**config.mk**
```make
export PLATFORM = sky130hd
export DESIGN_NAME = awb_engine_flat
export DESIGN_NICKNAME = d
export VERILOG_FILES = /design/src/rtl/awb_engine_if.sv /design/src/rtl/awb_engine.sv /design/src/flat_wrapper.sv
export SDC_FILE = /design/constraint.sdc
export NUM_CORES = 1
export LEC_CHECK = 0
export ABC_AREA = 1
export BUFFER_PORTS_ARGS = -buffer_cell sky130_fd_sc_hd__buf_2
export CAP_MARGIN = 5
export CORE_ASPECT_RATIO = 0.5
export CORE_UTILIZATION = 50
export CTS_CLUSTER_DIAMETER = 80
export DETAILED_ROUTE_END_ITERATION = 10
export GPL_TIMING_DRIVEN = 0
export HOLD_SLACK_MARGIN = 0.03
export PLACE_DENSITY_LB_ADDON = 0.15
export SYNTH_ARGS = -nofsm -noshare
export SYNTH_HDL_FRONTEND = slang
export SYNTH_SLANG_ARGS = --single-unit
```
**constraint.sdc**
```tcl
create_clock -name clk -period 6.6 [get_ports clk]
set_input_delay 1.65 -clock clk [delete_from_list [all_inputs] [get_ports clk]]
set_output_delay 1.65 -clock clk [all_outputs]
set_load 0.01 [all_outputs]
```
**src/rtl/awb_engine_if.sv**
```systemverilog
// rtl/awb_engine_if.sv - pixel stream bundle (input and output sides) for awb_engine
interface awb_engine_if #(
  parameter int COLOR_DEPTH = 8,
  parameter int CH_W        = 2
);
  logic [COLOR_DEPTH-1:0] pixel_in;
  logic                   valid_in;
  logic [CH_W-1:0]        color_in;
  logic                   last_pic_in;
  logic [COLOR_DEPTH-1:0] pixel_out;
  logic                   valid_out;
  logic [CH_W-1:0]        color_out;
  logic                   last_pic_out;

  // upstream/downstream side: drives pixels in, observes pixels out
  modport master (
    output pixel_in, valid_in, color_in, last_pic_in,
    input  pixel_out, valid_out, color_out, last_pic_out
  );

  // engine side
  modport slave (
    input  pixel_in, valid_in, color_in, last_pic_in,
    output pixel_out, valid_out, color_out, last_pic_out
  );
endinterface

```
**src/rtl/awb_engine.sv**
```systemverilog
// rtl/awb_engine.sv - gray-world auto-white-balance: stats, sequential gain divide, gain apply
module awb_engine #(
  parameter int COLOR_DEPTH = 8,
  parameter int NUM_CH      = 3,
  parameter int CH_W        = 2,
  parameter int REF_CH      = 1,
  parameter int GAIN_BITS   = 8,
  parameter int GAIN_FRAC   = 6,
  parameter int ACC_W       = 28
) (
  input  logic                        clk,
  input  logic                        rst_n,
  input  logic [1:0]                  mode,
  input  logic                        start,
  awb_engine_if.slave                 s,
  output logic [NUM_CH*GAIN_BITS-1:0] gain_out,
  output logic                        gain_valid,
  output logic                        busy,
  output logic                        finish
);

  localparam int DIV_W  = ACC_W + GAIN_BITS;
  localparam int PROD_W = COLOR_DEPTH + GAIN_BITS;
  localparam int STEP_W = $clog2(GAIN_BITS + 1);
  localparam int CNT_W  = (NUM_CH > 1) ? $clog2(NUM_CH) : 1;
  localparam logic [GAIN_BITS-1:0] UNITY   = GAIN_BITS'(2 ** GAIN_FRAC);
  localparam logic [PROD_W:0]      PIX_MAX = (PROD_W + 1)'(2 ** COLOR_DEPTH - 1);
  localparam logic [PROD_W:0]      RND     = (PROD_W + 1)'(2 ** (GAIN_FRAC - 1));

  typedef enum logic [1:0] {IDLE, STREAM, DRAIN, DIVIDE} state_t;

  state_t state_q, state_d;
  logic [1:0] mode_q;

  logic [ACC_W-1:0]     sum_q      [NUM_CH];
  logic [GAIN_BITS-1:0] gain_q     [NUM_CH];
  logic [GAIN_BITS-1:0] new_gain_q [NUM_CH];

  // stream pipeline
  logic                   accept;
  logic                   color_ok;
  logic [GAIN_BITS-1:0]   sel_gain;
  logic [ACC_W-1:0]       acc_sel;
  logic [ACC_W:0]         acc_add;
  logic [ACC_W-1:0]       acc_val;
  logic                   s1_valid, s1_last, s1_apply;
  logic [CH_W-1:0]        s1_color;
  logic [COLOR_DEPTH-1:0] s1_pix;
  logic [PROD_W-1:0]      s1_prod;
  logic [PROD_W:0]        rnd_sum, rnd_shift;
  logic [COLOR_DEPTH-1:0] applied;
  logic                   out_valid, out_last;
  logic [CH_W-1:0]        out_color;
  logic [COLOR_DEPTH-1:0] out_pixel;

  // divider
  logic [CNT_W-1:0]     div_ch;
  logic [STEP_W-1:0]    div_step;
  logic [DIV_W-1:0]     div_rem, rem_next, trial, dividend;
  logic [GAIN_BITS-1:0] div_q, q_next, div_force_val, div_result;
  logic                 div_forced;
  logic [ACC_W-1:0]     cur_sum, ref_sum;
  logic                 pre_zero, pre_sat, ge;
  int                   bit_idx;
  logic                 div_last_step, div_done, drain_done;

  assign accept = (state_q == STREAM) && s.valid_in;

  // per-colour gain and accumulator lookup; unknown colour tags match nothing
  always_comb begin
    color_ok = 1'b0;
    sel_gain = UNITY;
    acc_sel  = '0;
    for (int c = 0; c < NUM_CH; c++) begin
      if (s.color_in == CH_W'(c)) begin
        color_ok = 1'b1;
        sel_gain = gain_q[c];
        acc_sel  = sum_q[c];
      end
    end
    acc_add = {1'b0, acc_sel} + (ACC_W + 1)'(s.pixel_in);
    acc_val = acc_add[ACC_W] ? '1 : acc_add[ACC_W-1:0];
  end

  // stage-2 rounding and saturation of the gained pixel
  always_comb begin
    rnd_sum   = {1'b0, s1_prod} + RND;
    rnd_shift = rnd_sum >> GAIN_FRAC;
    applied   = (rnd_shift > PIX_MAX) ? '1 : rnd_shift[COLOR_DEPTH-1:0];
  end

  // divider datapath: operand select, precheck and one restoring step
  always_comb begin
    cur_sum = '0;
    for (int c = 0; c < NUM_CH; c++) begin
      if (div_ch == CNT_W'(c)) cur_sum = sum_q[c];
    end
    ref_sum    = sum_q[REF_CH];
    pre_zero   = (cur_sum == '0) || (ref_sum == '0);
    pre_sat    = {{GAIN_BITS{1'b0}}, ref_sum} >=
                 ({{GAIN_BITS{1'b0}}, cur_sum} << (GAIN_BITS - GAIN_FRAC));
    dividend   = {{GAIN_BITS{1'b0}}, ref_sum} << GAIN_FRAC;
    bit_idx    = GAIN_BITS - int'(div_step);
    trial      = {{GAIN_BITS{1'b0}}, cur_sum} << bit_idx;
    ge         = div_rem >= trial;
    q_next     = ge ? (div_q | (GAIN_BITS'(1) << bit_idx)) : div_q;
    rem_next   = ge ? (div_rem - trial) : div_rem;
    div_result = div_forced ? div_force_val : q_next;
    div_last_step = (state_q == DIVIDE) && (div_step == STEP_W'(GAIN_BITS));
    div_done      = div_last_step && (div_ch == CNT_W'(NUM_CH - 1));
  end

  assign drain_done = (state_q == DRAIN) && out_valid && out_last;

  // next-state logic
  always_comb begin
    state_d = state_q;
    case (state_q)
      IDLE:    if (start) state_d = STREAM;
      STREAM:  if (accept && s.last_pic_in) state_d = mode_q[0] ? DIVIDE : DRAIN;
      DRAIN:   if (drain_done) state_d = IDLE;
      DIVIDE:  if (div_done) state_d = IDLE;
      default: state_d = IDLE;
    endcase
  end

  // state register and mode latch
  always_ff @(posedge clk) begin
    if (rst_n) begin
      state_q <= IDLE;
      mode_q  <= 2'd0;
    end else begin
      state_q <= state_d;
      if (state_q == IDLE && start) mode_q <= mode;
    end
  end

  // per-channel saturating statistics, cleared at frame start
  always_ff @(posedge clk) begin
    if (rst_n || (state_q == IDLE && start)) begin
      for (int c = 0; c < NUM_CH; c++) sum_q[c] <= '0;
    end else if (accept && mode_q[0] && color_ok) begin
      for (int c = 0; c < NUM_CH; c++) begin
        if (s.color_in == CH_W'(c)) sum_q[c] <= acc_val;
      end
    end
  end

  // two-stage pixel pipeline; sideband travels with the data
  always_ff @(posedge clk) begin
    if (rst_n) begin
      s1_valid  <= 1'b0;
      s1_last   <= 1'b0;
      s1_apply  <= 1'b0;
      s1_color  <= '0;
      s1_pix    <= '0;
      s1_prod   <= '0;
      out_valid <= 1'b0;
      out_last  <= 1'b0;
      out_color <= '0;
      out_pixel <= '0;
    end else begin
      s1_valid  <= accept;
      s1_last   <= accept && s.last_pic_in;
      s1_apply  <= mode_q[1] && color_ok;
      s1_color  <= s.color_in;
      s1_pix    <= s.pixel_in;
      s1_prod   <= PROD_W'(s.pixel_in) * PROD_W'(sel_gain);
      out_valid <= s1_valid;
      out_last  <= s1_last;
      out_color <= s1_color;
      out_pixel <= s1_apply ? applied : s1_pix;
    end
  end

  // sequential divider; all gains are committed together after the last channel
  always_ff @(posedge clk) begin
    if (rst_n) begin
      div_ch        <= '0;
      div_step      <= '0;
      div_rem       <= '0;
      div_q         <= '0;
      div_forced    <= 1'b0;
      div_force_val <= UNITY;
      for (int c = 0; c < NUM_CH; c++) begin
        gain_q[c]     <= UNITY;
        new_gain_q[c] <= UNITY;
      end
    end else if (state_q == IDLE) begin
      div_ch   <= '0;
      div_step <= '0;
    end else if (state_q == DIVIDE) begin
      if (div_step == '0) begin
        div_forced    <= pre_zero || pre_sat;
        div_force_val <= pre_zero ? UNITY : '1;
        div_rem       <= dividend;
        div_q         <= '0;
        div_step      <= STEP_W'(1);
      end else begin
        div_rem <= rem_next;
        div_q   <= q_next;
        if (div_last_step) begin
          div_step <= '0;
          div_ch   <= div_ch + CNT_W'(1);
          for (int c = 0; c < NUM_CH; c++) begin
            if (div_ch == CNT_W'(c)) new_gain_q[c] <= div_result;
          end
          if (div_done) begin
            for (int c = 0; c < NUM_CH; c++) begin
              gain_q[c] <= (div_ch == CNT_W'(c)) ? div_result : new_gain_q[c];
            end
          end
        end else begin
          div_step <= div_step + STEP_W'(1);
        end
      end
    end
  end

  // completion pulses
  always_ff @(posedge clk) begin
    if (rst_n) begin
      finish     <= 1'b0;
      gain_valid <= 1'b0;
    end else begin
      finish     <= drain_done || div_done;
      gain_valid <= div_done;
    end
  end

  // pack stored gains, channel 0 in the LSBs
  always_comb begin
    gain_out = '0;
    for (int c = 0; c < NUM_CH; c++) gain_out[c*GAIN_BITS +: GAIN_BITS] = gain_q[c];
  end

  assign busy           = (state_q != IDLE);
  assign s.pixel_out    = out_pixel;
  assign s.valid_out    = out_valid;
  assign s.color_out    = out_color;
  assign s.last_pic_out = out_last;

endmodule

```
**src/flat_wrapper.sv**
```systemverilog
// flat-port wrapper written by rule: the top's interface ports become plain ports
module awb_engine_flat 
#(
  parameter int COLOR_DEPTH = 8,
  parameter int NUM_CH      = 3,
  parameter int CH_W        = 2,
  parameter int REF_CH      = 1,
  parameter int GAIN_BITS   = 8,
  parameter int GAIN_FRAC   = 6,
  parameter int ACC_W       = 28
)
  (clk, rst_n, mode, start, gain_out, gain_valid, busy, finish, s_pixel_in, s_valid_in, s_color_in, s_last_pic_in, s_pixel_out, s_valid_out, s_color_out, s_last_pic_out);
  awb_engine_if #(.COLOR_DEPTH(COLOR_DEPTH), .CH_W(CH_W)) s_i ();
  input  logic clk;
  input  logic rst_n;
  input  logic [1:0] mode;
  input  logic start;
  output logic [NUM_CH*GAIN_BITS-1:0] gain_out;
  output logic gain_valid;
  output logic busy;
  output logic finish;
  input wire logic [$bits(s_i.pixel_in)-1:0] s_pixel_in;
  input wire logic [$bits(s_i.valid_in)-1:0] s_valid_in;
  input wire logic [$bits(s_i.color_in)-1:0] s_color_in;
  input wire logic [$bits(s_i.last_pic_in)-1:0] s_last_pic_in;
  output wire logic [$bits(s_i.pixel_out)-1:0] s_pixel_out;
  output wire logic [$bits(s_i.valid_out)-1:0] s_valid_out;
  output wire logic [$bits(s_i.color_out)-1:0] s_color_out;
  output wire logic [$bits(s_i.last_pic_out)-1:0] s_last_pic_out;
  assign s_i.pixel_in = s_pixel_in;
  assign s_i.valid_in = s_valid_in;
  assign s_i.color_in = s_color_in;
  assign s_i.last_pic_in = s_last_pic_in;
  assign s_pixel_out = s_i.pixel_out;
  assign s_valid_out = s_i.valid_out;
  assign s_color_out = s_i.color_out;
  assign s_last_pic_out = s_i.last_pic_out;
  awb_engine #(.COLOR_DEPTH(COLOR_DEPTH), .NUM_CH(NUM_CH), .CH_W(CH_W), .REF_CH(REF_CH), .GAIN_BITS(GAIN_BITS), .GAIN_FRAC(GAIN_FRAC), .ACC_W(ACC_W)) u_core (.clk(clk), .rst_n(rst_n), .mode(mode), .start(start), .s(s_i), .gain_out(gain_out), .gain_valid(gain_valid), .busy(busy), .finish(finish));
endmodule
```
# Word level (Yosys, flattened, before mapping)
# Memories as Yosys holds them, arrays and structs flattened.
# Index checks and enable logic that the tools add are counted.
[totals] reg_bits=106 ramBits=132 output_inout_bits=39 elab_cells=171 n_memories=3
[memory_table] name="u_core.sum_q" words=3 word_bits=28 read_ports=3 rd_clocked_by_memory_dff=0 write_ports=3 line="awb_engine.sv:35" rtl="logic [ACC_W-1:0] sum_q [NUM_CH];"
[memory_table] name="u_core.gain_q" words=3 word_bits=8 read_ports=3 rd_clocked_by_memory_dff=0 write_ports=3 line="awb_engine.sv:36" rtl="logic [GAIN_BITS-1:0] gain_q [NUM_CH];"
[memory_table] name="u_core.new_gain_q" words=3 word_bits=8 read_ports=3 rd_clocked_by_memory_dff=0 write_ports=3 line="awb_engine.sv:37" rtl="logic [GAIN_BITS-1:0] new_gain_q [NUM_CH];"
[op_classes] n_addsub=6 mul=1 n_lt_le_gt_ge=3 n_eq_ne=12 n_shift=2 mux=84 bitwise_logic=12 reduce_logical=28
[op_table] operator="$mux W28" count=10
[op_table] operator="$mux W8" count=18
[op_table] operator="$mux W36" count=2
[op_table] operator="$logic_not A28 Y1" count=2
[op_table] operator="$mux W1" count=47
[op_table] operator="$ge A36 B36 Y1" count=1
[op_table] operator="$shl A28 B32 Y36" count=1
[op_table] operator="$sub A36 B36 Y36" count=1
[op_table] operator="$shl A1 B32 Y8 const A" count=1
[op_table] operator="$ge A28 B30 Y1" count=1
[op_table] operator="$add A28 B8 Y29" count=1
[op_table] operator="$add A16 B6 Y17 const B" count=1
[op_table] operator="$mul A8 B8 Y16" count=1
[op_table] operator="$gt A11 B8 Y1 const B" count=1
[op_table] operator="$logic_and A1 B1 Y1" count=10
[op_table] operator="$or A1 B1 Y1" count=9
[op_table] operator="$reduce_and A3 Y1" count=3
[op_table] operator="$eq A2 B2 Y1 const B" count=4
[op_table] operator="$mux W2" count=4
[op_table] operator="$mux W4" count=2
[op_table] operator="$or A8 B8 Y8" count=1
[op_table] operator="$pmux W2 S4" count=1
[op_table] operator="$eq A2 B1 Y1 const B" count=3
[op_table] operator="$logic_not A2 Y1" count=3
[op_table] operator="13 further kinds" count=20

# Depth between registers and ports, before layout
[depth] word_depth=11 ltp_mapped=32 ltp_nobuf=31

# Worst setup path after synthesis
# No wires, ideal clock.
[synth_path] kind="input -> register" startpoint="input s_color_in[1]" endpoint="register u_core.s1_prod[15]" setup_time_ns=0.115 arrival_time_ns=6.303 t_required_ns=6.485 setup_slack_ns=0.182 path_stages=21 path_buffers=2 cell_sequence="buf_4 inv_1 clkbuf_1 nand2_1 a221oi_1 inv_1 nor2_1 fa_1 fa_1 fa_1 inv_1 fa_1 inv_1 ha_1 a21oi_1 o21a_1 nor2_1 a211oi_1 nand3_1 nand2_1 nor2_1"
[synth_via] elab_chain_cells=5 elab_cells_between_ends=7 cone_classes="mul (1); eq/ne (2); mux (3); reduce/logical (1)"
[synth_lines] item="from (decl)" line="flat_wrapper.sv:24" rtl="input wire logic [$bits(s_i.color_in)-1:0] s_color_in;"
[synth_lines] item="$logic_not A2 Y1" line="awb_engine.sv:75" rtl="if (s.color_in == CH_W'(c)) begin"
[synth_lines] item="$mux W8 (2 in a row)" line="awb_engine.sv:75"
[synth_lines] item="$mux W8 (*)" line="awb_engine.sv:75"
[synth_lines] item="$mul A8 B8 Y16 (*)" line="awb_engine.sv:168" rtl="s1_prod <= PROD_W'(s.pixel_in) * PROD_W'(sel_gain);"
[synth_lines] item="to (signal assigned)" line="awb_engine.sv:168"
[synth_lines] item="to (decl)" line="awb_engine.sv:49" rtl="logic [PROD_W-1:0] s1_prod;"
# Every way passes the cells marked *; elsewhere a longest branch is shown, timed or not.
# A chain may end at the register's enable or synchronous reset.

# Worst setup path after layout
[layout_path] startpoint="input s_color_in[0]" endpoint="register u_core.s1_prod[15]"
# The elaborated chain is that of the path after synthesis.

==> metrics.yaml <==
outcome: "finished clean"
cts_root_buffer: "clkbuf_16"
overflow: 0
synth_top_family_by_area: "simple AND/OR/NAND/NOR gates"
rows: 47
die_area_um2: 35300
worstReg2RegEnd: "u_core.div_rem[3]$_SDFFE_PP0P_"
tightest_slew_ns: 1.05
yosys.area.top_type: "edfxtp_1"
cts_buffer_depth: 3
hold_class: "register to register"
layout.nets: 2769
synth-adder-area-share_pct: 12.2
rsz0062_at_grt: "false"
drv_cap: 0
drcViolationCount: 0
r2r-start: "u_core.div_ch[0]$_SDFFE_PP0P_"
reg2regPathDepth: 25
firstDrtPassIters: 6
routed_wl_um: 57800
cts_tree: "built"
rrSetupSlack_ns: 0.97
core_area_um2: 33500
antenna_found_initial: 1
h-tree-depth: 1
hold_depth: 2
diodes: 0
syn-num-nets: 2684
synthSimpleGateAreaFrac_pct: 30.1
layout-drive-gt1-share_pct: 6.33
most-common-layout-cells: "659 x nand2_1, 362 x nor2_1, 340 x inv_1"
avgRoutedWirePerCell_um: 18.9
gp_congestion: 1.02
async_flop_share_pct: 0
slew_violations: 0
power_leakage_uw: 0.00926
final.period_utilization_pct: 95.9
syn-instance-count: 2521
drtIter0Drc: 1740
holdWs_ns: 0.402
crit_required_ns: 7.07
initial_utilization_pct: 51.5
ys_seq_area_share_pct: 32.5
via_per_inst: 5.61
relSlewSlack_pct: 29.9
io_buffers: 54
fmaxAchievable_mhz: 158
ant_nets: 0
cts_buffers: 22
die_h_um: 133
crit_type: "primary input to register"
hold_violations: 0
end_kind: "register"
cts.clk_slew.worst_paths_ns: 0.06
place_hpwl_um: 46200
grt_max_degree: 25
synth_compound_area_share_pct: 14.1
num_io_pins: 56
die_width_um: 265
arrival_ns: 6.80
yosys.area_share.xor_xnor_pct: 1.42
path_max_fanout: 10
clkSinkCount: 218
worst_ir_drop_vdd_mv: 0.287
postLayoutSetupSlackWorst_ns: 0.269
power_density_nw_per_um2: 225
synth.area.top_cells: "edfxtp_1 22%, nand2_1 14%, dfxtp_1 11%, ha_1 7.9%, nor2_1 7.9%"
synth_area_um2: 17200
area_growth_pct: 10.9
synth_edf_count: 124
yosys.area.top_type_share_pct: 21.6
yosys_register_bits: 218
start_kind: "primary input"
worstHoldEndpoint: "u_core.s.valid_out$_SDFF_PP0_"
grt_pass1_wl_um: 88700
skew_ns: 0.0285
hold_buffers: 0
syn_avg_cell_area_um2: 6.84
synth_mux_area_share_pct: 0
hp-start: "u_core.s1_valid$_SDFF_PP0_"
synth_cell_types: 48
setup_viol: 0
via_count: 17197
period_needed_ns: 6.33
clk_latency_ns: 0.55
grt_usage_pct: 33.0
ys.flop_type: "edfxtp_1"
dp_slack_ns: -1.51
grt_pass1_vias: 15731
layout_commonest_cell: "nand2_1"
yosysWarnings: 0
[power breakdown]
part           internal (µW)  switching (µW)  leakage, µW
Sequential              1520            75.2      0.00207
Clock                    792             577     0.000374
Combinational            449             877      0.00681
[cell families (layout without fill, tap and decap cells)]
logic type / after synthesis / count (layout)
fa+ha+maj: 146 / 146
xor+xnor: 28 / 28
buf+inv: 432 / 533
compound gates: 436 / 436
simple gates: 1261 / 1261
flops: 218 / 218
[repair_timing]
action | in CTS | in global routing
resized for setup | 15 | 9
pin swaps | 0 | 2
endpoints found under the setup margin | 10 | 4
setup buffers | 0 | 4
[synthesized netlist by cell type (all sizes together), types with 23 or more instances]
| cell | number |
|---|---|
| o211ai | 23 |
| a21oi | 173 |
| ha | 109 |
| o21ai | 166 |
| inv | 350 |
| o22ai | 35 |
| clkbuf | 60 |
| edfxtp | 124 |
| fa | 37 |
| dfxtp | 94 |
| nand4 | 26 |
| nand3 | 156 |
| nand2 | 663 |
| nor2 | 365 |
[area by class of cell]
class	count	area (µm²)
flip-flops and latches	218	5610
inverters	351	1320
multi-input cells	1871	10100
plain buffers	81	362
clock inverters	11	153
well taps	441	552
clock buffers	29	628
repair buffers	61	395
fillers	3335	14300
[per-stage QoR]
stage / cells / util [%] / setup TNS, ns / power [µW] / area (µm²)
after floorplan: 2521 / - / 0 / 2550 / 17200
after global placement: 3016 / 54.0 / -19.55 / 2890 / 18100
after detailed placement: 3019 / 54.3 / -11.64 / 2920 / 18200
after CTS: 3059 / 56.9 / 0 / 4270 / 19000
after global routing: 3063 / 57.1 / 0 / 4550 / 19100
final: 3063 / 57.1 / 0 / 4290 / 19100
[routing by layer]
metal	track usage [%]	vias up	part of all wire [%]
met2	50.1	725	42
met4	9.14	0	2.7
li1	-	8395	-
met5	0	-	0
met3	7.91	89	11
met1	46.7	7988	44
[registers in the layout, summed over array words and instances, names as in the netlist, 2 cells and up]
name,count
u_core.div_ch,2
u_core.div_q,8
u_core.div_rem,36
u_core.div_step,4
u_core.gain_q,24
u_core.mode_q,2
u_core.new_gain_q,16
u_core.s.color_out,2
u_core.s.pixel_out,8
u_core.s1_color,2
u_core.s1_pix,8
u_core.s1_prod,11
u_core.state_q,2
u_core.sum_q,84
[critical path, stage by stage]
cell and delay (ns):
buf_2 0.17, inv_2 0.06, nand2_2 0.22, buf_6 0.25
buf_6 0.21, nor2_1 0.10, a221oi_4 0.35, inv_2 0.16
nor2_1 0.17, fa_1 0.43, fa_1 0.47, fa_1 0.54
inv_1 0.06, fa_1 0.54, inv_1 0.05, ha_1 0.36
a21oi_2 0.25, o21a_1 0.16, nor2_1 0.04, a211oi_1 0.24
a21oi_1 0.12, nor2_1 0.17
[how the worst max path moves through the flow]
stage	start	endpoint	slack [ns]	cells past startpoint
detailed placement	s_color_in[1]	u_core.s1_prod[15]$_SDFF_PP0_	-1.51	21
CTS	s_color_in[1]	u_core.s1_prod[15]$_SDFF_PP0_	0.09	21
global route	s_color_in[1]	u_core.s1_prod[15]$_SDFF_PP0_	0.01	21
global placement	s_color_in[1]	u_core.s1_prod[15]$_SDFF_PP0_	-1.44	21
finish	s_color_in[0]	u_core.s1_prod[15]$_SDFF_PP0_	0.27	22
floorplan	s_color_in[1]	u_core.s1_prod[15]$_SDFF_PP0_	0.18	21
(Power assumes the default switching activity.)
